File: config.mk
export PLATFORM = sky130hd
export DESIGN_NAME = mux_8to1
export DESIGN_NICKNAME = d
export VERILOG_FILES = /design/src/rtl/mux_8to1.sv
export SDC_FILE = /design/constraint.sdc
export NUM_CORES = 1
export LEC_CHECK = 0
export ABC_AREA = 1
export BUFFER_PORTS_ARGS = -buffer_cell sky130_fd_sc_hd__buf_2
export CORE_AREA = 2 2 39 41
export CTS_CLUSTER_DIAMETER = 60
export CTS_CLUSTER_SIZE = 40
export DETAILED_ROUTE_END_ITERATION = 10
export DIE_AREA = 0 0 41 43
export GPL_TIMING_DRIVEN = 0
export SLEW_MARGIN = 40
export SYNTH_ARGS = -nofsm -noshare
export SYNTH_HDL_FRONTEND = slang
export SYNTH_SLANG_ARGS = --single-unit
File: constraint.sdc
create_clock -name clk -period 0.8 [get_ports clk]
set_clock_uncertainty 0.05 [all_clocks]
set_input_delay 0.04 -clock clk [delete_from_list [all_inputs] [get_ports clk]]
set_output_delay 0.04 -clock clk [all_outputs]
set_load 0.02 [all_outputs]
File: src/rtl/mux_8to1.sv
// mux_8to1: single-bit 8-to-1 multiplexer, leaf primitive of the ALU mux tree.
//   y          = a[s]            (combinational, reset-independent)
//   sel_onehot = 8'b1 << s       (combinational decode)
//   y_q        = a[s] captured on a rising clk edge when in_valid=1, else held
//   out_valid  = in_valid delayed by one clock
// Optional feature macro: MUX8_SEL_CHECK_EN
//   Defined   -> an X/Z on s forces y=0, sel_onehot=0, sel_err=1 (y_q captures 0).
//   Undefined -> sel_err tied 0, plain a[s] semantics, no X-detection logic.
// Valid semantics: in_valid is a capture strobe with no back-pressure; every
// edge that sees in_valid=1 loads y_q, and out_valid reports that load on the
// following cycle. There is no ready signal because the block never stalls.
module mux_8to1 (
  input  logic       clk,
  input  logic       rst_n,
  input  logic [7:0] a,
  input  logic [2:0] s,
  input  logic       in_valid,
  output logic       y,
  output logic [7:0] sel_onehot,
  output logic       sel_err,
  output logic       y_q,
  output logic       out_valid
);

  logic       w_y;
  logic [7:0] w_onehot;
  logic       w_sel_err;
  logic       r_y_q;
  logic       r_out_valid;

`ifdef MUX8_SEL_CHECK_EN
  // Select path with X/Z detection: an unknown select yields a safe all-zero result.
  always_comb begin
    w_y       = 1'b0;
    w_onehot  = 8'h00;
    w_sel_err = 1'b0;
    if ($isunknown(s)) begin
      w_sel_err = 1'b1;
    end else begin
      w_y      = a[s];
      w_onehot = 8'b1 << s;
    end
  end
`else
  // Plain select path: every 3-bit code is legal, no X-detection.
  always_comb begin
    w_y       = a[s];
    w_onehot  = 8'b1 << s;
    w_sel_err = 1'b0;
  end
`endif

  // Registered copy: capture on in_valid, hold otherwise; valid follows the strobe.
  always_ff @(posedge clk or negedge rst_n) begin
    if (!rst_n) begin
      r_y_q       <= 1'b0;
      r_out_valid <= 1'b0;
    end else begin
      r_out_valid <= in_valid;
      if (in_valid) begin
        r_y_q <= w_y;
      end
    end
  end

  assign y          = w_y;
  assign sel_onehot = w_onehot;
  assign sel_err    = w_sel_err;
  assign y_q        = r_y_q;
  assign out_valid  = r_out_valid;

endmodule

==> metrics.yaml <==
dp_hpwl_um: 586
port_buffers: 23
num_rows: 14
gr-total-overflow: 0
p_leak_uw: 0.000292
clkTransAtPathRegs_ps: 30
syn_avg_cell_area_um2: 5.35
vdd_drop_max_mv: 0.250
maxCapViolCount: 0
drive_gt1_share_pct: 50.7
cp.required_ps: 710
tritoncts: "built"
synth_nets: 58
maxSlewViolCount: 0
ys.warnings.count: 0
intPower_uw: 399
htreeDepth: 1
ys_seq_area_share_pct: 21.3
grt_max_degree: 9
route.detailed.drc: 0
ys_types: 12
yosysTopAreaCell: "nand2_1"
endpoint: "y_q"
pre_cts_slack_ps: -34.3
fp.dieArea_um2: 1760
grtUsageTotal_pct: 9.79
clockRootBuffer: "clkbuf_4"
synthesis.area_um2: 235
r2r_start: "y_q"
pwr-share-comb_pct: 41.9
io_pins: 26
synth_top_area_share_pct: 31.9
path_cells: "buf_6"
critPathMaxFanout: 2
met2_length_um: 393
r2r_slack_ps: 30
critical_path.top_delay_family: "flip-flops"
ys_ff_latch: 2
setup-tns-final_ps: -48.7
cp.buffers_inverters: 1
wl_per_cell_um: 8.30
crit_path_start_kind: "flip-flop"
highest_layer: "met4"
clk_latency_ps: 230
pwr-share-seq_pct: 19.6
fmax_mhz: 1200
fin_crit_sh_pct: 104
fillers: 166
syn_inst: 44
die_x_um: 41
min_period_ps: 833
clkSinkCount: 2
r2r-end: "y_q"
switchingPower_uw: 198
diodes: 0
firstDrtPassIters: 3
place.gp.congestion: 0.679
cts_buffers: 3
synthTopCellsByArea: "nand2_1 (32%), dfrtp_1 (21%), nor2_1 (14%), inv_1 (6.4%), buf_6 (4.8%)"
path_depth: 1
switching_share_pct: 33.1
nNetsFinal: 89
p_clk_share_pct: 38.5
hold_viol_final: 0
coreArea_um2: 1380
fin_ws_ps: -32.7
drt_iter0_drc: 4
worstSetupPathType: "reg -> out"
wl_um: 739
crit_path_top_delay_cell: "dfrtp_1"
num_vias: 355
antenna_found_initial: 0
finalSetupViolations: 2
grt_pass1_wl_um: 1190
wl_met3_um: 57
startpoint: "y_q"
clockBufferDepth: 2
ant_nets: 0
synthToLayoutAreaGrowth_pct: 98.9
rsz0062_at_grt: "yes"
min_path_type: "in -> async"
viasPerCell: 3.99
fp.dieH_um: 43
grt_pass1_vias: 343
arrival_ps: 740
drt-met1-wl_um: 274
endpoint_kind: "output port"
start_util_pct: 17.0
violations: "setup timing"
status: "finished with violations"
p_per_area_nw_per_um2: 1270
reg2reg_depth: 3
max_stage_delay_ps: 380
## power by group through the flow
stage / Clock (µW) / Combinational [µW] / Sequential (µW)
floorplan: 0 / 106 / 127
global placement: 0 / 193 / 115
detailed placement: 0 / 195 / 116
CTS: 234 / 241 / 117
global route: 249 / 278 / 118
finish: 229 / 250 / 117
## synthesized netlist by cell type
library cell   n
buf_4          1
inv_4          1
nand3_1        2
nand3_2        1
buf_6          1
nand2_2        1
conb_1         1
dfrtp_1        2
nor2_1         9
and2_1         1
inv_1          4
nand2_1       20
## through the flow
| step | instances | utilization [%] | power [µW] | hold slack, ps | instance area [µm²] |
|---|---|---|---|---|---|
| global placement | 83 | 26.8 | 308 | -225 | 370 |
| global route | 89 | 33.8 | 645 | 95.1 | 468 |
| floorplan | 44 | - | 234 | -306 | 235 |
| detailed placement | 83 | 26.8 | 311 | -223 | 370 |
| finish | 89 | 33.8 | 596 | 86.7 | 468 |
| CTS | 89 | 32.5 | 592 | 78.7 | 450 |
## logic make-up after synthesis
group         synth area share [%]
other cells                   1.59
simple gates                  60.1
buf+inv                       17.0
flops                         21.3
## sequential cells by signal, summed over array words and instances (netlist names)
name	flops
y_q	1
out_valid	1
## routing by layer
layer | vias up | GRT usage (%)
met5 | - | 0
met4 | 0 | 6.00
met3 | 2 | 1.57
met2 | 14 | 16.9
met1 | 153 | 10.1
li1 | 186 | -
## worst min path at each step
stage | start | to | slack, ps | cells past startpoint
after floorplan | rst_n | out_valid | -310 | 0
after global placement | rst_n | out_valid | -230 | 1
after detailed placement | rst_n | out_valid | -220 | 1
after CTS | rst_n | y_q | 80 | 2
after global routing | rst_n | y_q | 100 | 2
final | rst_n | y_q | 90 | 2
## cell type report
type	instances	area, µm²	share of cell area, %
well taps	16	20.0	4.28
multi-input cells	35	158	33.7
repair buffers	26	164	35.0
inverters	5	26.3	5.61
flip-flops and latches	2	50.0	10.7
clock buffers	3	22.5	4.81
plain buffers	2	27.5	5.88
## cell usage in the layout, fill, tap and decap left out
master / Yosys / layout
inv_2: 0 / 1
dfrtp_1: 2 / 2
buf_12: 0 / 1
inv_8: 0 / 1
and2_4: 0 / 1
dlygate4sd3_1: 0 / 2
nand3_1: 2 / 1
nand2_2: 1 / 3
nor2_1: 9 / 9
conb_1: 1 / 1
inv_1: 4 / 3
buf_6: 1 / 3
buf_4: 1 / 3
nand2_1: 20 / 18
clkbuf_4: 0 / 3
nand3_2: 1 / 2
buf_2: 0 / 19
## timing repair
| item | CTS | global route |
|---|---|---|
| pin swaps | 0 | 3 |
| setup buffers | 1 | 0 |
| resized for setup | 9 | 7 |
| hold buffers | 2 | 0 |
| endpoints found under the setup margin | 3 | 4 |
| hold endpoints to repair | 3 | 0 |
No activity file was read; power rests on OpenSTA's default activity.
